## src/rtl/game_state_ctrl_pkg.sv

```systemverilog
// Shared types and constants for the game sequencer and its neighbours.
package game_state_ctrl_pkg;

    // Encoding is visible to the renderers through game_active.
    typedef enum logic [1:0] {
        MENU = 2'd0,
        PLAY = 2'd1,
        LOST = 2'd2,
        WON  = 2'd3
    } game_state_t;

    localparam logic [3:0] MAX_HP = 4'd15;

    // Active video area of the display timing.
    localparam int unsigned HOR_PIXELS = 1024;
    localparam int unsigned VER_PIXELS = 768;

endpackage

```

## src/rtl/game_state_ctrl_if.sv

```systemverilog
// Bundle of the sequencer's gameplay inputs and status outputs.
interface game_state_ctrl_if;

    logic        frame_tick;
    logic [11:0] mouse_x;
    logic [11:0] mouse_y;
    logic        mouse_left;
    logic [1:0]  char_class;
    logic [3:0]  char_hp;
    logic        hit;
    logic [3:0]  hit_dmg;
    logic        boss_dead;
    logic [1:0]  game_active;
    logic        mouse_clicked;
    logic [3:0]  player_hp;
    logic        invuln;
    logic        class_clear;

    // Environment side: drives inputs, observes status.
    modport master (
        output frame_tick, mouse_x, mouse_y, mouse_left, char_class, char_hp,
               hit, hit_dmg, boss_dead,
        input  game_active, mouse_clicked, player_hp, invuln, class_clear
    );

    // Sequencer side.
    modport slave (
        input  frame_tick, mouse_x, mouse_y, mouse_left, char_class, char_hp,
               hit, hit_dmg, boss_dead,
        output game_active, mouse_clicked, player_hp, invuln, class_clear
    );

endinterface

```

## src/rtl/game_state_ctrl_click_edge_detect.sv

```systemverilog
// Synchronises a raw button level and emits one registered pulse per press.
module click_edge_detect (
    input  logic clk,
    input  logic rst,
    input  logic btn,
    output logic pulse
);

    logic [1:0] sync_q;
    logic       level_q;
    logic       prev_q;
    logic [2:0] fill_q;
    logic       armed_q;
    logic       pulse_q;

    // 2-FF synchroniser, retimed level, edge detect and pulse register.
    // The detector only arms once the pipeline holds real samples and the
    // button has been seen released, so a button held through reset does
    // not fire a click when reset drops.
    always_ff @(posedge clk) begin
        if (rst) begin
            sync_q  <= 2'b00;
            level_q <= 1'b0;
            prev_q  <= 1'b0;
            fill_q  <= 3'b000;
            armed_q <= 1'b0;
            pulse_q <= 1'b0;
        end else begin
            sync_q  <= {sync_q[0], btn};
            level_q <= sync_q[1];
            prev_q  <= level_q;
            fill_q  <= {fill_q[1:0], 1'b1};
            if (fill_q[2] && !level_q) begin
                armed_q <= 1'b1;
            end
            pulse_q <= armed_q & level_q & ~prev_q;
        end
    end

    assign pulse = pulse_q;

endmodule

```

## src/rtl/game_state_ctrl.sv

```systemverilog
// Top-level game sequencer: MENU -> PLAY -> LOST/WON -> MENU, player HP,
// invulnerability frames and the end-screen hold counter.
module game_state_ctrl
    import game_state_ctrl_pkg::*;
#(
    parameter int unsigned START_X       = (HOR_PIXELS - 250) / 2,
    parameter int unsigned START_Y       = (VER_PIXELS - 75) / 3,
    parameter int unsigned START_W       = 250,
    parameter int unsigned START_H       = 75,
    parameter int unsigned INVULN_FRAMES = 30,
    parameter int unsigned END_FRAMES    = 120
) (
    input logic              clk,
    input logic              rst,
    game_state_ctrl_if.slave bus
);

    localparam int unsigned InvW = $clog2(INVULN_FRAMES + 1);
    localparam int unsigned EndW = $clog2(END_FRAMES + 1);

    localparam logic [InvW-1:0] InvLoad = InvW'(INVULN_FRAMES);
    localparam logic [EndW-1:0] EndMax  = EndW'(END_FRAMES);

    game_state_t     state_q, state_d;
    logic [3:0]      hp_q, hp_d;
    logic [InvW-1:0] inv_q, inv_d;
    logic [EndW-1:0] end_q, end_d;
    logic            clear_q, clear_d;

    logic       clicked;
    logic       in_box;
    logic       hit_ok;
    logic [3:0] hp_next;

    click_edge_detect u_click (
        .clk   (clk),
        .rst   (rst),
        .btn   (bus.mouse_left),
        .pulse (clicked)
    );

    assign in_box = (32'(bus.mouse_x) >= START_X) && (32'(bus.mouse_x) < START_X + START_W) &&
                    (32'(bus.mouse_y) >= START_Y) && (32'(bus.mouse_y) < START_Y + START_H);

    // Saturating damage; a hit is only taken while not invulnerable.
    assign hp_next = (bus.hit_dmg >= hp_q) ? 4'd0 : hp_q - bus.hit_dmg;
    assign hit_ok  = bus.hit && (inv_q == '0);

    // Next-state logic for the FSM, HP datapath and both frame counters.
    always_comb begin
        state_d = state_q;
        hp_d    = hp_q;
        inv_d   = inv_q;
        end_d   = end_q;
        clear_d = 1'b0;
        unique case (state_q)
            MENU: begin
                if (clicked && in_box && bus.char_class != 2'd0) begin
                    state_d = PLAY;
                    hp_d    = bus.char_hp;
                    inv_d   = '0;
                end
            end
            PLAY: begin
                if (bus.frame_tick && inv_q != '0) begin
                    inv_d = inv_q - InvW'(1);
                end
                // Loading on a hit overrides the same-cycle decrement.
                if (hit_ok) begin
                    hp_d  = hp_next;
                    inv_d = InvLoad;
                end
                // Boss death takes priority over a simultaneous lethal hit.
                if (bus.boss_dead) begin
                    state_d = WON;
                    end_d   = '0;
                end else if (hit_ok && hp_next == 4'd0) begin
                    state_d = LOST;
                    end_d   = '0;
                end
            end
            LOST, WON: begin
                if (bus.frame_tick && end_q != EndMax) begin
                    end_d = end_q + EndW'(1);
                end
                if (clicked && end_q == EndMax) begin
                    state_d = MENU;
                    hp_d    = 4'd0;
                    inv_d   = '0;
                    clear_d = 1'b1;
                end
            end
            default: state_d = MENU;
        endcase
    end

    // State register; reset aborts any game in progress.
    always_ff @(posedge clk) begin
        if (rst) begin
            state_q <= MENU;
            hp_q    <= 4'd0;
            inv_q   <= '0;
            end_q   <= '0;
            clear_q <= 1'b0;
        end else begin
            state_q <= state_d;
            hp_q    <= hp_d;
            inv_q   <= inv_d;
            end_q   <= end_d;
            clear_q <= clear_d;
        end
    end

    assign bus.game_active   = state_q;
    assign bus.player_hp     = hp_q;
    assign bus.invuln        = (inv_q != '0);
    assign bus.class_clear   = clear_q;
    assign bus.mouse_clicked = clicked;

endmodule

```

## src/flat_wrapper.sv

```systemverilog
// flat-port wrapper written by rule: the top's interface ports become plain ports
module game_state_ctrl_flat import game_state_ctrl_pkg::*;
#(
    parameter int unsigned START_X       = (HOR_PIXELS - 250) / 2,
    parameter int unsigned START_Y       = (VER_PIXELS - 75) / 3,
    parameter int unsigned START_W       = 250,
    parameter int unsigned START_H       = 75,
    parameter int unsigned INVULN_FRAMES = 30,
    parameter int unsigned END_FRAMES    = 120
)
  (clk, rst, bus_frame_tick, bus_mouse_x, bus_mouse_y, bus_mouse_left, bus_char_class, bus_char_hp, bus_hit, bus_hit_dmg, bus_boss_dead, bus_game_active, bus_mouse_clicked, bus_player_hp, bus_invuln, bus_class_clear);
  game_state_ctrl_if bus_i ();
  input logic clk;
  input logic rst;
  input wire logic [$bits(bus_i.frame_tick)-1:0] bus_frame_tick;
  input wire logic [$bits(bus_i.mouse_x)-1:0] bus_mouse_x;
  input wire logic [$bits(bus_i.mouse_y)-1:0] bus_mouse_y;
  input wire logic [$bits(bus_i.mouse_left)-1:0] bus_mouse_left;
  input wire logic [$bits(bus_i.char_class)-1:0] bus_char_class;
  input wire logic [$bits(bus_i.char_hp)-1:0] bus_char_hp;
  input wire logic [$bits(bus_i.hit)-1:0] bus_hit;
  input wire logic [$bits(bus_i.hit_dmg)-1:0] bus_hit_dmg;
  input wire logic [$bits(bus_i.boss_dead)-1:0] bus_boss_dead;
  output wire logic [$bits(bus_i.game_active)-1:0] bus_game_active;
  output wire logic [$bits(bus_i.mouse_clicked)-1:0] bus_mouse_clicked;
  output wire logic [$bits(bus_i.player_hp)-1:0] bus_player_hp;
  output wire logic [$bits(bus_i.invuln)-1:0] bus_invuln;
  output wire logic [$bits(bus_i.class_clear)-1:0] bus_class_clear;
  assign bus_i.frame_tick = bus_frame_tick;
  assign bus_i.mouse_x = bus_mouse_x;
  assign bus_i.mouse_y = bus_mouse_y;
  assign bus_i.mouse_left = bus_mouse_left;
  assign bus_i.char_class = bus_char_class;
  assign bus_i.char_hp = bus_char_hp;
  assign bus_i.hit = bus_hit;
  assign bus_i.hit_dmg = bus_hit_dmg;
  assign bus_i.boss_dead = bus_boss_dead;
  assign bus_game_active = bus_i.game_active;
  assign bus_mouse_clicked = bus_i.mouse_clicked;
  assign bus_player_hp = bus_i.player_hp;
  assign bus_invuln = bus_i.invuln;
  assign bus_class_clear = bus_i.class_clear;
  game_state_ctrl #(.START_X(START_X), .START_Y(START_Y), .START_W(START_W), .START_H(START_H), .INVULN_FRAMES(INVULN_FRAMES), .END_FRAMES(END_FRAMES)) u_core (.clk(clk), .rst(rst), .bus(bus_i));
endmodule
```

## config.mk

```make
export PLATFORM = sky130hd
export DESIGN_NAME = game_state_ctrl_flat
export DESIGN_NICKNAME = d
export VERILOG_FILES = /design/src/rtl/game_state_ctrl_pkg.sv /design/src/rtl/game_state_ctrl_if.sv /design/src/rtl/game_state_ctrl_click_edge_detect.sv /design/src/rtl/game_state_ctrl.sv /design/src/flat_wrapper.sv
export SDC_FILE = /design/constraint.sdc
export NUM_CORES = 1
export LEC_CHECK = 0
export BUFFER_PORTS_ARGS = -buffer_cell sky130_fd_sc_hd__buf_2
export CAP_MARGIN = 20
export CORE_ASPECT_RATIO = 1.4
export CORE_UTILIZATION = 55
export DETAILED_ROUTE_END_ITERATION = 7
export MAX_ROUTING_LAYER = met4
export PLACE_DENSITY = 0.85
export SLEW_MARGIN = 20
export SYNTH_ARGS = -nofsm -noshare
export SYNTH_HDL_FRONTEND = slang
export SYNTH_SLANG_ARGS = --single-unit
```

## constraint.sdc

```tcl
create_clock -name clk -period 4.4 [get_ports clk]
set_input_delay 0.88 -clock clk [delete_from_list [all_inputs] [get_ports clk]]
set_output_delay 0.88 -clock clk [all_outputs]
set_load 0.005 [all_outputs]
```

==> flow_summary_export.csv <==
group,metric,value,unit
outcome,status,"finished clean",
floorplanning,core,2850,um2
cts,cts.sinks,28,
routing,drtAntennaViolNets,0,
critical_path,crit_chain,"buf_2 -> inv_1 -> ha_1 -> and3b_1 -> or3_4 -> a2111oi_4 -> o21ai_2 -> or4_1 -> a31oi_1",
yosys,yosysTopAreaCell,"dfxtp_1",
yosys,synth_nets,249,
cells_and_area,layout_common_cells,"48 x buf_2, 28 x dfxtp_1, 20 x nand2_1",
global_routing,grt_max_degree,30,
yosys,synth_top_area_share,34.4,%
yosys,synthCells,201,
yosys,yosysSeqAreaShare,34.4,%
placement,port_buffers,48,
routing,drt-wirelength-per-cell,13.5,um
critical_path,critPathLaunchType,"primary input",
floorplanning,rows,23,
power,leakagePower,0.837,nW
min_path,hp-class,"reg2reg",
cts,post-cts-setup-buffers,0,
critical_path,end_kind,"flop",
yosys,synth-seq-cells,28,
cts,cts_tree,"yes",
timing,layout_min_cycle_time,3.06,ns
yosys,synth_area,1630,um2
global_routing,grt_overflow_total,0,
placement,place_area,1890,um2
routing,dr.pass1.iters,4,
global_routing,grt_pass1_vias,1381,
cts,cts.clk_slew.worst_paths,0.09,ns
cts,cts-root-buf,"clkbuf_8",
timing,fin_crit_sh,69.6,%
cells_and_area,fin_nets,296,
floorplanning,start_util,57.1,%
cells_and_area,fin_area,1960,um2
timing,worst_slew_pin_slew,0.519,ns
floorplanning,chipHeight,66.4,um
cells_and_area,drive_gt1_share,23.5,%
power,vdd.ir_drop.worst,225,uV
power,p_per_area,335,nW/um2
floorplanning,ios,49,
global_routing,grt_usage,25.2,%
timing,maxSlewHeadroom,65.4,%
floorplanning,dieArea,3180,um2
critical_path,cp_max_fo,13,
cells_and_area,nFillCells,265,
cells_and_area,diodes,0,
placement,routabilityCongestion,0.880,
global_routing,antenna_found_initial,0,
timing,setup_violations,0,
cells_and_area,area_growth,20.5,%
timing,hold_viol,0,
timing,skew,0.00553,ns
global_routing,grt_first_pass_wirelength,5710,um
critical_path,worstPathBufferInverterCount,2,
yosys,ys_types,50,
yosys,syn_avg_cell_area,8.10,um2
critical_path,worstPathArrival,3.26,ns
critical_path,crit_family,"simple AND/OR/NAND/NOR gates",
timing,fmax,327,MHz
cells_and_area,final_common_cell,"buf_2",
critical_path,slowest_delay,0.53,ns
cts,post_cts_resized,0,
critical_path,critPathKind,"in2reg",
routing,drtIter0Drc,35,
cells_and_area,seq_area,561,um2
cts,numCtsBuffers,3,
timing,slew_violations,0,
critical_path,crit_required,4.60,ns
placement,dp_hpwl,2800,um
routing,routed_wl,3820,um
yosys,synth_warnings,0,
critical_path,crit_slowest_cell,"or4_1",
yosys,synth_area_leaders,"dfxtp_1 34%, ha_1 5.4%, nand2_1 4.6%",
cts,cts.htree.levels,1,
floorplanning,dieWidth,48.0,um
cts,cts_buffer_depth,2,
routing,vias,1674,
flow_run,max_cap_violations,0,
cells_and_area,multiInputGateArea,983,um2
timing,grt_setup_unrepaired,"no",
timing,setup_tns,0,ns
routing,drc,0,
cts,insertion_delay,0.28,ns
cts,cts_hold_buf,0,
routing,viasPerCell,5.89,
==> logic make-up after synthesis <==
kind of cell | Yosys count | synth area share [%]
fa+ha+maj | 8 | 6.61
xor+xnor | 1 | 0.538
compound gates | 53 | 23.4
buf+inv | 22 | 5.15
flops | 28 | 34.4
simple gates | 88 | 29.2
mux | 1 | 0.692
==> state kept, by name, indices dropped and copies added, names as in the netlist <==
name                    flops
u_core.u_click.fill_q       3
u_core.u_click.sync_q       2
u_core.u_click.prev_q       1
u_core.bus.game_active      2
u_core.u_click.pulse        1
u_core.bus.class_clear      1
u_core.bus.player_hp        4
u_core.inv_q                5
u_core.u_click.armed_q      1
u_core.u_click.level_q      1
u_core.end_q                7
==> final cells by class <==
type,count,share of cell area (%)
Sequential cell,28,28.6
Clock inverter,1,1.53
Multi-Input combinational cell,151,50.1
Tap cell,37,2.36
Timing Repair Buffer,48,12.2
Clock buffer,3,2.10
Inverter,16,3.06
==> through the flow <==
stage                     power [mW]  instances  util, %  worst slack, ns  hold slack (ns)
after global routing           0.689        284     68.9             1.22            0.417
after detailed placement       0.456        280     66.4             1.08            0.383
after CTS                      0.657        284     68.9             1.34            0.396
after floorplan                0.401        201        -             1.43            0.374
final                          0.657        284     68.9             1.34            0.395
after global placement         0.453        280     66.4             1.17            0.386
==> power breakdown <==
part,switching [mW],leakage (nW),internal (mW)
Clock,0.0816,0.0357,0.122
Combinational,0.101,0.574,0.0699
Sequential,0.0152,0.227,0.267
Total,0.198,0.837,0.459
==> Yosys cell counts (all sizes together) <==
| cell | instances |
|---|---|
| a211oi | 2 |
| or3 | 6 |
| o32ai | 1 |
| and2 | 2 |
| ha | 7 |
| nand4b | 2 |
| or4 | 2 |
| nand2b | 1 |
| nand4 | 9 |
| a21boi | 1 |
| o31ai | 2 |
| and3b | 1 |
| a311oi | 1 |
| or2 | 2 |
| nor2 | 13 |
| clkinv | 2 |
| dfxtp | 28 |
| a211o | 1 |
| o2111ai | 2 |
| a22oi | 1 |
| a2bb2oi | 2 |
| inv | 14 |
| o311ai | 3 |
| a2111oi | 1 |
| o21ai | 9 |
| o311a | 1 |
| xor2 | 1 |
| nor4b | 4 |
| mux2 | 1 |
| a22o | 1 |
| nor2b | 8 |
| nand3b | 1 |
| a21o | 4 |
| clkbuf | 3 |
| fa | 1 |
| nand3 | 12 |
| o2111a | 1 |
| a31o | 1 |
| nand2 | 20 |
| a21oi | 14 |
| a31oi | 4 |
| o211ai | 1 |
| nor4 | 2 |
| buf | 3 |
| nor3 | 3 |
==> final timing paths <==
| check | from | endpoint | slack, ns | cells after the start |
|---|---|---|---|---|
| max reg2reg | u_core.bus.player_hp[2] | u_core.end_q[4] | 1.68 | 7 |
| min | u_core.u_click.prev_q | u_core.u_click.pulse | 0.39 | 1 |
| max | bus_hit_dmg[2] | u_core.end_q[4] | 1.34 | 9 |
| min reg2reg | u_core.u_click.prev_q | u_core.u_click.pulse | 0.39 | 1 |
==> per-layer routing <==
metal	up-vias	GRT usage [%]	part of all wire (%)
li1	830	-	-
met1	773	30.0	44
met2	64	42.2	50
met3	7	2.73	5.1
met4	0	8.68	1.6
met5	-	-	0
Power figures use the tool's default switching activity.
